==> config.mk <==
export PLATFORM = sky130hd
export DESIGN_NAME = pulse_div_ctrl
export DESIGN_NICKNAME = d
export VERILOG_FILES = /design/src/rtl/pulse_div_ctrl.sv
export SDC_FILE = /design/constraint.sdc
export NUM_CORES = 1
export LEC_CHECK = 0
export CAP_MARGIN = 20
export CORE_UTILIZATION = 50
export CTS_CLUSTER_DIAMETER = 200
export CTS_CLUSTER_SIZE = 14
export DETAILED_ROUTE_END_ITERATION = 12
export PLACE_DENSITY = 0.84
export SLEW_MARGIN = 15
export SYNTH_ARGS = -nofsm -noshare
export SYNTH_HDL_FRONTEND = slang
export SYNTH_SLANG_ARGS = --single-unit
export TNS_END_PERCENT = 5
==> constraint.sdc <==
create_clock -name CLK_50M -period 2.2 [get_ports CLK_50M]
set_input_delay 0.44 -clock CLK_50M [delete_from_list [all_inputs] [get_ports CLK_50M]]
set_output_delay 0.44 -clock CLK_50M [all_outputs]
set_load 0.05 [all_outputs]
==> src/rtl/pulse_div_ctrl.sv <==
// pulse_div_ctrl: divides qualified input events by DIV_N into Z pulses, in bursts of BURST_LEN
module pulse_div_ctrl #(
   parameter int DIV_W = 4,
   parameter int CNT_W = 8
) (
   input  logic             CLK_50M,
   input  logic             RST,
   input  logic             START,
   input  logic             STOP,
   input  logic             ACK,
   input  logic [DIV_W-1:0] DIV_N,
   input  logic [CNT_W-1:0] BURST_LEN,
   input  logic             X,
   output logic             Z,
   output logic             BUSY,
   output logic             DONE,
   output logic             ERR,
   output logic [CNT_W-1:0] Z_CNT
);
   typedef enum logic [1:0] {S_IDLE = 2'd0, S_RUN = 2'd1, S_DONE = 2'd2} state_t;
   state_t state_q, state_d;
   logic [DIV_W-1:0] phase_q, phase_d, div_q, div_d;
   logic [CNT_W-1:0] burst_q, burst_d, z_cnt_q, z_cnt_d, z_cnt_inc;
   logic z_q, z_d, err_q, err_d;
   logic accept, hit, last;
   assign accept = (state_q == S_IDLE) && START && (DIV_N != '0);
   assign hit = (state_q == S_RUN) && X && !STOP && (phase_q == div_q - DIV_W'(1));
   assign z_cnt_inc = z_cnt_q + CNT_W'(1);
   assign last = hit && (burst_q != '0) && (z_cnt_inc == burst_q);
   // state register plus datapath flops, all cleared by synchronous reset
   always_ff @(posedge CLK_50M) begin
      if (RST) begin
         state_q <= S_IDLE;
         phase_q <= '0;
         div_q   <= '0;
         burst_q <= '0;
         z_cnt_q <= '0;
         z_q     <= 1'b0;
         err_q   <= 1'b0;
      end else begin
         state_q <= state_d;
         phase_q <= phase_d;
         div_q   <= div_d;
         burst_q <= burst_d;
         z_cnt_q <= z_cnt_d;
         z_q     <= z_d;
         err_q   <= err_d;
      end
   end
   // next state; STOP beats a final hit, unused encodings fall back to IDLE
   always_comb begin
      state_d = S_IDLE;
      case (state_q)
         S_IDLE:  state_d = accept ? S_RUN : S_IDLE;
         S_RUN:   state_d = STOP ? S_IDLE : (last ? S_DONE : S_RUN);
         S_DONE:  state_d = ACK ? S_IDLE : S_DONE;
         default: state_d = S_IDLE;
      endcase
   end
   // datapath: latch ratio/length on accept, advance phase on X, count Z events
   always_comb begin
      div_d   = accept ? DIV_N : div_q;
      burst_d = accept ? BURST_LEN : burst_q;
      phase_d = (accept || hit || (state_q == S_RUN && STOP)) ? '0 :
                (state_q == S_RUN && X) ? phase_q + DIV_W'(1) : phase_q;
      z_cnt_d = accept ? '0 : hit ? z_cnt_inc : z_cnt_q;
      z_d     = hit;
      err_d   = (state_q == S_IDLE) && START && (DIV_N == '0);
   end
   // outputs: status decoded from state, pulses and count straight from flops
   always_comb begin
      BUSY  = state_q == S_RUN;
      DONE  = state_q == S_DONE;
      Z     = z_q;
      ERR   = err_q;
      Z_CNT = z_cnt_q;
   end
endmodule

==> results summary, run 1 <==
The path class of the tightest hold or removal check is flip-flop to flip-flop. The cell count after synthesis came out at 181. In this run the cell area measured after placement is 0.001962 mm². The area added between synthesis and finish is 29.25%.

The completed layout was analyzed and its total power is 0.001060 W. The share of power burned in registers came out at 51.1%. The number of vias per cell after detailed routing came out at 6.100. The setup fix buffers added after clock tree synthesis is 0.

The number of I/O port buffers came out at 29. Clock latency on the worst-skew pair, taken at its later pin, is 0.33 ns. The final period demand of the worst path is 2.128 ns. The sequential cell area fraction in the yosys report came out at 35.90%. Once the floorplan was initialized, standard cells occupied 54.74% of the core. The synthesized flop and latch total came out at 28.

The net switching share of the total power is 24.51%. The critical path goes through buf_4, clkdlybuf4s50_1. The slew at the pin closest to its max-slew limit is 0.5062 ns. The largest fanout on the critical path is 7. The initial antenna violation count came out at 0. The worst hold slack is 0.5413 ns.

The number of H-tree levels is 1. The most common flop cell mapped by yosys is dfxtp_1. The post-route clock skew is 0.007092 ns. The net count after synthesis is 202.

Measured in cells, the most critical reg-to-reg path has a length of 7. The number of distinct library cells after synthesis is 46. The cell at the root of the clock tree is clkbuf_4.

The data arrival time of the critical path came out at 1.69 ns. In the final timing run, aggregate negative setup slack is 0 ns. The area taken by multi-input logic gates came out at 933.4 µm². The delay of the slowest cell on the worst path is 0.81 ns. The core region is 0.002853 mm².

The highest metal layer carrying signal wires in the routed design is met4. The final-report hold violation count is 0. The final reports fail on DRC.

The sum of routed wire length over all layers came out at 3933 µm. The final setup violation count came out at 0. The most critical setup path has its endpoint at Z_CNT[0]. The number of optimization iterations in the first detailed-route pass is 8.

Summed over all nets, wire length on met2 after detailed routing comes to 1883 µm. The critical path data required time is 1.76 ns. The relative contribution of combinational cells to total power came out at 16.5%.

The post-cts repair resize count is 1. Based on the critical path, the design can be clocked at up to 470.0 MHz. The internal power summed over all cells is 0.0008005 W. The net switching component of the power is 0.0002598 W. For this run the aggregate overflow at the end of global routing stands at 0. The number of buffers created by CTS came out at 3. The sum of met3 wire segment lengths after detailed routing is 266 µm. In this run the worst setup path begins at Z_CNT[0].

The tree built by TritonCTS fans out to 28 sinks. In this run the critical register-to-register path is captured at Z_CNT[7]. The number of vias after detailed routing is 1531. The number of fill cells is 231. The type of destination of the critical path is an output pin. The Yosys step of the flow raised 0 warnings.

The share of async-settable or async-resettable flops after synthesis is 0%. The pin count of the biggest net entering global routing is 20. The maximum number of buffers from clock root to sink is 2.

The post-placement worst setup slack is -0.04992 ns. The via count of the first global-routing pass is 1431. The clock network burns 32.4% of the power. The DRC violations left is 1. The worst path meets setup with 0.07225 ns of slack.

The worst setup path is of the flip-flop to output pin kind. Summing all flip-flop and latch instances after layout gives 560.5 µm². The relative slew slack came out at 66.15%. The area of the die came out at 0.003351 mm². The total number of placement rows came out at 19. Max-cap violations in this run came to 0. The first global-routing pass estimated 6568 µm of wire. STA classifies the critical path startpoint as a flip-flop. The worst register-to-register path has a setup slack of 0.15 ns. The count of boundary I/O pins is 30.

The number of flops mapped to enable cells by yosys is 0. The post-synthesis average cell area is 8.627 µm². The power density normalized to cell area is 525.4 mW/mm². The run finished, with violations left. The overall die height came out at 57.89 µm. The peak ir drop on the vdd network is 0.3182 mV. The half-perimeter wire length of the detailed placement result came out at 2945 µm. The residual antenna-violating net count after detailed routing came out at 0. The number of DRC violations after detailed-routing iteration 0 came out at 56. For this design, the slowest cell found on the critical path is clkdlybuf4s50_1. The net count reported at finish came out at 242. The synthesized area is 0.001561 mm².

In this run the horizontal extent of the chip is 57.89 µm. After detailed routing, the wire length on met1 is 1708 µm. The proportion of layout cells with a drive suffix above 1 came out at 11.36%.

The final RePlAce weighted congestion is 0.8987. The number of max-slew violations in the final report came out at 0. The clock transition at the register clock pins on the worst setup and hold paths after CTS is 0.16 ns.

The number of antenna diodes in the final layout is 0. Across every metal layer, demand over resource in global routing totals 25.26%. The count of hold-fix buffers inserted at cts came out at 0. The worst path uses 96.72% of the clock period. The startpoint identified for the worst register-to-register timing path is div_q[1]. Setup repair after global routing left no endpoint under its margin. TritonCTS built the clock tree.

In the final routed layout, each cell accounts on average for 15.67 µm. The finished cells cover 0.002018 mm². The static power due to leakage is 0.8209 nW.
[layout make-up]
class                   instances  share of cell area (%)
flip-flops and latches         28                   27.77
repair buffers                 43                   20.15
inverters                       7                   1.302
multi-input cells             138                   46.25
clock buffers                   3                   1.116
well taps                      31                   1.922
clock inverters                 1                   1.488
[cells by family (layout without fill, tap and decap cells)]
| logic type | Yosys count | after routing | synth area share, % |
|---|---|---|---|
| and+or+nand+nor | 72 | 72 | 26.68 |
| AOI/OAI and AO/OA | 40 | 40 | 16.99 |
| DFF | 28 | 28 | 35.90 |
| buffers and inverters | 15 | 54 | 4.327 |
| xor gates and xnor gates | 13 | 13 | 7.292 |
| muxes | 9 | 9 | 5.769 |
| adders and majority gates | 4 | 4 | 3.045 |
[stage by stage]
| stage | cells | utilization (%) |
|---|---|---|
| after floorplan | 181 | - |
| after global placement | 247 | 68.77 |
| after detailed placement | 247 | 68.77 |
| after CTS | 251 | 70.57 |
| after global routing | 251 | 70.75 |
| final | 251 | 70.75 |
[critical path, delay by kind of cell, from the launching register on]
kind | cells | cell delay [ns]
buffers and inverters | 2 | 0.98
DFF | 1 | 0.38
[flip-flops by register name, summed over array words and instances (netlist names)]
register and count:
phase_q 4, div_q 4, Z 1, state_q 2, Z_CNT 8, burst_q 8
ERR 1
[Yosys cell counts, types with 2 or more instances]
master / count / share of area (%)
mux2i_1: 9 / 5.8
nor3_1: 4 / 1.3
a21oi_1: 10 / 3.2
nand2_1: 9 / 2.2
nor4_1: 3 / 1.2
a31oi_1: 3 / 1.2
nor2_1: 16 / 3.8
or3_1: 2 / 0.80
a32oi_1: 2 / 1.1
and4_1: 2 / 1.1
nor2b_1: 5 / 2.0
inv_1: 7 / 1.7
and2_1: 2 / 0.80
a211oi_1: 2 / 0.96
o211ai_1: 2 / 0.96
clkbuf_1: 4 / 0.96
ha_1: 3 / 2.4
nand3_1: 12 / 3.8
dfxtp_1: 28 / 36
a311oi_1: 2 / 1.1
buf_2: 3 / 0.96
a22o_1: 4 / 2.2
nand4_1: 2 / 0.80
o21ai_0: 8 / 2.6
xnor2_1: 9 / 5.0
or4_1: 2 / 0.96
nand2b_1: 4 / 1.6
xor2_1: 4 / 2.2
[power by group through the flow]
| stage | logic [W] | clock network [W] | registers (W) |
|---|---|---|---|
| floorplan | 0.000102 | 0 | 0.000548 |
| CTS | 0.000175 | 0.000344 | 0.000542 |
| global route | 0.000189 | 0.000364 | 0.000545 |
| global placement | 0.000166 | 0 | 0.000552 |
| finish | 0.000175 | 0.000343 | 0.000542 |
| detailed placement | 0.000174 | 0 | 0.000553 |
[routing by layer]
layer  up-vias  global-route usage (%)
met5         -                       0
met4         0                   11.56
met3        12                   3.348
met2        73                   41.22
met1       708                   33.24
li1        738                       -
[worst min-delay path by stage]
stage,startpoint,to,slack [ns],cells after the start
after floorplan,div_q[3],div_q[3],0.47,1
after global placement,phase_q[2],phase_q[2],0.51,2
after detailed placement,div_q[1],div_q[1],0.51,1
after CTS,div_q[1],div_q[1],0.55,1
after global routing,div_q[1],div_q[1],0.57,1
final,div_q[3],div_q[3],0.54,1
[layout by cell type, fill, tap and decap left out, types with 5 or more instances in the layout]
cell	Yosys	layout
nor2b_1	5	5
o21ai_0	8	8
buf_4	0	15
inv_1	7	7
xnor2_1	9	9
nand2_1	9	9
nor2_1	16	16
clkdlybuf4s50_1	0	24
a21oi_1	10	10
nand3_1	12	12
mux2i_1	9	9
dfxtp_1	28	28
No activity file was read; power rests on OpenSTA's default activity.
==> run 2: changes to the inputs <==
Settings changed: GPL_ROUTABILITY_DRIVEN set to 0.
==> run 2 against run 1 <==
Compared with the run above: the flow still finishes with violations (DRC); worst hold slack improved by 0.0047 ns; core utilization decreased by 0.53 points; count of clock-buffer cells in the layout increased by 1; clock power decreased by 25%; total power decreased by 8.3%; combinational power about the same; non-clock buffer count unchanged; sequential power about the same.
==> results summary, run 2 (synthesis gave the netlist of run 1 again) <==
Entering global routing, the biggest net connects 20 pins. In this run the deepest clock path goes through 2 buffers. Overall power consumption after layout is estimated at 0.0009729 W. The floorplan step defined a die boundary enclosing 0.003351 mm². The data arrival time of the critical path came out at 1.70 ns. Leaving out fill and tap cells, the most frequent cells in the layout are dfxtp_1, clkdlybuf4s50_1, nor2_1, buf_4, nand3_1. The tree is rooted in a clkbuf_4. The total inserted antenna cells is 0.

The power density normalized to cell area came out at 485.7 mW/mm². The largest fanout on the critical path is 7. The global-route congestion overflow total came out at 0.

TritonCTS created 3 clock buffers. In this run the cell area measured after placement is 0.001962 mm². The number of H-tree levels is 1. The final period demand of the worst path is 2.142 ns. After clock tree synthesis, the clock-pin slew on the worst setup and hold paths is 0.15 ns. The clock network latency to the later pin of the worst-skew pair came out at 0.33 ns.

The post-layout instance count excluding filler cells came out at 251. STA classifies the critical path endpoint as an output pin. The static power due to leakage is 0.8091 nW.

The total number of placement rows is 19. The net switching component of the power is 0.0002555 W. Walking the worst path, the cells encountered are clkdlybuf4s50_1. The count of boundary I/O pins is 30. Across the VDD grid, the largest voltage drop is 0.2753 mV. The slew at the pin closest to its max-slew limit is 0.5095 ns. The cell count after placement is 247. The maximum clock rate is 466.8 MHz.

Dividing the final minimum period by the clock period gives 97.37%. The initial antenna violation count came out at 0. The area of the placeable core came out at 0.002853 mm². The global-route wire length before repair is 6030 µm. STA classifies the critical path startpoint as a flip-flop.

The utilization of the core after routing came out at 70.22%. The share of power burned in registers came out at 55.6%. The run finished, with violations left. Measured along the y axis, the die boundary spans 57.89 µm. For this run, design rule violations remaining after detail routing come to 1. TritonCTS built the clock tree. After detailed routing, the average wire length per cell comes to 14.87 µm. The number of optimization iterations in the first detailed-route pass came out at 8.

The number of gates resized after CTS was 0. The count of hold-fix buffers inserted at cts came out at 0. Counting both buffers and inverters, the worst setup path holds a total of 1. The number of maximum-capacitance violations came out at 0. The final reports fail on DRC. The sum of routed wire length over all layers is 3733 µm. Using the TritonRoute via totals, the vias-per-cell ratio works out to 5.940. The via count of the first global-routing pass is 1330. The setup fix buffers added after clock tree synthesis is 0. The net switching share of the total power came out at 26.26%.

Setup repair after global routing left no endpoint under its margin. The overall global routing resource usage came out at 23.08%. The post-route clock skew came out at 0.002277 ns.

Internal power comes to 0.0007174 W. The worst setup path is of the flip-flop to output pin kind. The net count reported at finish is 242. The critical path data required time came out at 1.76 ns. On the critical path the largest part of the delay comes from buffers and inverters. The count of buffers added on input and output ports is 29. The final-report hold violation count came out at 0. The number of DRC violations after detailed-routing iteration 0 came out at 65. The number of max-slew violations in the final report was 0. The clock share of power came out at 26.4%.

The relative slew slack is 65.77%. The half-perimeter wire length of the detailed placement result came out at 2798 µm. The number of vias after detailed routing is 1491. The final setup violation count is 0. The area growth from synthesis to layout is 28.29%.

For this design, the slowest cell found on the critical path is clkdlybuf4s50_1. The detail route stage leaves a number of antenna-violating nets equal to 0. The post-route cell area is 0.002003 mm². Of the cells placed in the final design, the portion with a size suffix greater than 1 is 11.36%. The relative contribution of combinational cells to total power came out at 18.0%. For this run, the slowest stage of the critical path takes 0.86 ns. The most common library cell in the layout ignoring fill and taps is dfxtp_1.

The number of sinks driven by the clock tree came out at 28. From left edge to right edge, the die measures 57.89 µm. The initial core utilization is 54.74%. In this run the worst hold path is classified as flip-flop to flip-flop.
==> run 2: final cells by class <==
class | instances | area (µm²)
clock buffer | 4 | 36.28
fill | 231 | 849.6
inverter | 7 | 26.28
multi-input combinational | 138 | 933.4
sequential | 28 | 560.5
tap | 31 | 38.79
timing repair buffer | 43 | 407.9
==> run 2: path summary, 6_finish.rpt <==
kind	from	end	slack [ns]	depth (start not counted)
max reg2reg	div_q[1]	Z_CNT[7]	0.16	7
min	div_q[3]	div_q[3]	0.55	1
max	Z_CNT[6]	Z_CNT[6]	0.06	1
min reg2reg	div_q[3]	div_q[3]	0.55	1
==> run 2: power by group through the flow <==
stage,combinational (W),sequential [W],clock (W)
floorplan,0.000102,0.000548,0
global placement,0.000166,0.000552,0
detailed placement,0.000172,0.000552,0
CTS,0.000173,0.000541,0.000259
global route,0.000189,0.000544,0.000284
finish,0.000175,0.000541,0.000257
==> run 2: worst register-to-register path, delay by kind of cell (launching register included) <==
family	cells	cell delay, ns
simple gates	3	0.92
flops	1	0.41
fa+ha+maj	1	0.28
xor+xnor	1	0.17
compound gates	1	0.15
buf+inv	1	0.06
==> run 2: through the flow <==
step | setup TNS [ns] | hold WS, ns | setup slack (ns)
floorplan | 0 | 0.4715 | 0.1014
global placement | -0.02048 | 0.5061 | -0.02048
detailed placement | -0.1995 | 0.5145 | -0.07590
CTS | 0 | 0.5492 | 0.002326
global route | 0 | 0.5645 | 0.01403
finish | 0 | 0.5460 | 0.05795
==> run 2: routing by layer <==
layer / GRT usage, % / vias up / wire length, µm
li1: - / 740 / -
met1: 31.84 / 682 / 1704
met2: 37.11 / 63 / 1752
met3: 2.232 / 6 / 226
met4: 9.524 / 0 / 50
met5: 0 / - / 0
==> run 3: changes to the inputs <==
Settings changed: ABC_CLOCK_PERIOD_IN_PS set to 2200, CORE_UTILIZATION 50 to 51, PLACE_DENSITY 0.84 to 0.88.
==> run 3 against run 2 <==
Compared with the run above: die area fell by 1.9%; clock skew rose by 0.0045 ns; maximum frequency rose by 1.4%; clock power rose by 35%; final cell count fell by 0.80%; sequential power barely moved; non-clock buffer count fell by 2; count of clock-buffer cells in the layout fell by 1; core utilization rose by 1.1 points; routed wire length rose by 7.4%; register-to-register slack got worse by 0.04 ns; highest routed layer unchanged; combinational power barely moved; the flow still finishes with violations (DRC).
==> results summary, run 3 (synthesis gave the netlist of run 1 again) <==
The initial antenna violation count is 0. The half-perimeter wire length of the detailed placement result is 2894 µm. The data arrival time of the critical path is 1.67 ns. The number of max-slew violations in the final report came out at 0. The total area inside the core boundary comes to 0.002829 mm². Once routing completed, OpenROAD measured the worst setup slack at 0.08739 ns. The post-placement worst setup slack is -0.1056 ns. The type of destination of the critical path is an output pin. The first detailed-routing pass took 9 iterations.

The clock network burns 32.6% of the power. The worst-case IR drop observed on VDD is 0.4065 mV. The share of power burned in registers came out at 51.0%. The library cell used most frequently in the layout, excluding fill and tap cells, is dfxtp_1. The final-report hold violation count is 0. The library cells used most frequently in the layout, excluding fill and tap cells, are dfxtp_1, clkdlybuf4s50_1, nor2_1, buf_4, nand3_1. The clock network latency to the later pin of the worst-skew pair came out at 0.34 ns. The pin count of the biggest net entering global routing is 17. Summed over all failing endpoints, the final setup total negative slack is 0 ns. The net switching share of the total power is 24.75%.

The startpoint of the tightest hold check path is div_q[0]. The flow ran to the end, but the final reports show violations. The global-route wire length before repair is 6713 µm. The clock tree from TritonCTS is done.

For this run, the total global-route usage over all layers was measured as 26.40%. The number of buffers created by CTS is 3. The relative slew slack is 65.17%. The startpoint type of the worst setup path is a flip-flop. Across the whole layout, storage elements account for 561.8 µm². The depth of the worst register-to-register path is 7. In this run the critical register-to-register path is launched from div_q[1]. The global-route congestion overflow total came out at 0. STA puts the critical path data required time at 1.76 ns. Between clock sinks in the finished design, the worst skew comes to 0.006826 ns. Max-cap violations in this run came to 0. The largest fanout on the critical path is 13.

The maximum clock rate is 473.3 MHz. The depth of the worst hold-timing path is 1. The critical path start-end classification is flip-flop to output pin. The area of the die is 0.003287 mm².

The static power due to leakage came out at 0.7928 nW. The type of the worst min-delay path is flip-flop to flip-flop. The checks that failed: DRC. The setup fix buffers added after clock tree synthesis is 0.

The internal power summed over all cells came out at 0.0007991 W. Once the floorplan was initialized, standard cells occupied 55.20% of the core. The number of DRC violations after detailed-routing iteration 0 is 121.

The total inserted antenna cells is 0. The overall die height is 57.34 µm. The final setup violation count came out at 0. The clock passes through at most 2 buffers.

The power after layout came out at 0.001062 W. The routed wirelength normalized by instance count came out at 16.10 µm. In the final layout, the multi-input gates occupy 949.7 µm². The net switching component of the power is 0.0002628 W. The DRC violations left is 2.

The slew at the pin closest to its max-slew limit is 0.5184 ns. The net count reported at finish is 240. Setup repair after global routing left no endpoint under its margin. The final period demand of the worst path came out at 2.113 ns.

The power density normalized to cell area came out at 526.2 mW/mm². The clock transition at the register clock pins on the worst setup and hold paths after CTS came out at 0.16 ns. The number of vias after detailed routing came out at 1572. The proportion of layout cells with a drive suffix above 1 is 11.47%.

The number of vias per cell after detailed routing is 6.313. The via count of the first global-routing pass came out at 1408. The ratio of final minimum period to clock period is 96.03%. The relative contribution of combinational cells to total power is 16.4%. The number of sinks driven by the clock tree is 28. The sum of routed wire length over all layers came out at 4010 µm. The number of fill cells came out at 207.

The number of H-tree levels came out at 1. The residual antenna-violating net count after detailed routing came out at 0. The critical path starts at Z_CNT[3]. The utilization of the core after routing is 71.34%.

The die is 57.34 µm wide. The count of hold-fix buffers inserted at cts came out at 0. The total number of placement rows came out at 19. The area added between synthesis and finish came out at 29.25%.

The count of boundary I/O pins is 30. The number of I/O port buffers is 29. The tree is rooted in a clkbuf_4.
## run 3: changes by cell type in the layout (fill, tap and decap cells not counted), sizes merged
cell          change
bufinv            +1
dlymetal6s2s      -1
dlygate4sd2       +1
buf               -2
clkbuf            -1
## run 3: worst max-delay path, stage by stage, from the launching register on
cell,delay [ns]
dfxtp_1,0.34
buf_4,0.18
clkdlybuf4s50_1,0.82
## run 3: power by group through the flow
stage / Sequential [W] / Combinational [W] / Clock (W)
2_1_floorplan: 0.000548 / 0.000102 / 0
3_3_place_gp: 0.000552 / 0.000160 / 0
3_5_place_dp: 0.000553 / 0.000170 / 0
4_1_cts: 0.000542 / 0.000171 / 0.000342
5_1_grt: 0.000545 / 0.000188 / 0.000361
6_report: 0.000542 / 0.000174 / 0.000346
## run 3: stage by stage
step | instance area, µm² | std cells | hold WS, ns
finish | 2018 | 249 | 0.5315
global route | 2018 | 249 | 0.5654
CTS | 1998 | 249 | 0.5389
detailed placement | 1947 | 245 | 0.5091
global placement | 1947 | 245 | 0.4885
floorplan | 1562 | 181 | 0.4715
## run 3: cell type report
cell class,instances,share of cell area (%)
clock buffers,3,1.116
repair buffers,41,19.28
inverters,7,1.302
multi-input cells,138,47.06
flip-flops and latches,28,27.84
well taps,31,1.922
clock inverters,1,1.488
## run 3: repair_timing
action / 4_1_cts / 5_1_grt
resized for setup: 1 / 4
endpoints found under the hold margin: 0 / 0
setup endpoints to repair: 1 / 5
## run 3: path summary, 6_finish.rpt
path	end	slack (ns)
max reg2reg	Z_CNT[7]	0.12
min reg2reg	div_q[0]	0.53
min	div_q[0]	0.53
max	Z_CNT[3]	0.09
## run 3: per-layer routing
layer	vias up	track usage, %	routed length (µm)
li1	736	-	-
met5	-	0	0
met3	17	2.268	298
met2	93	43.19	1940
met4	0	13.24	146
met1	726	35.04	1624
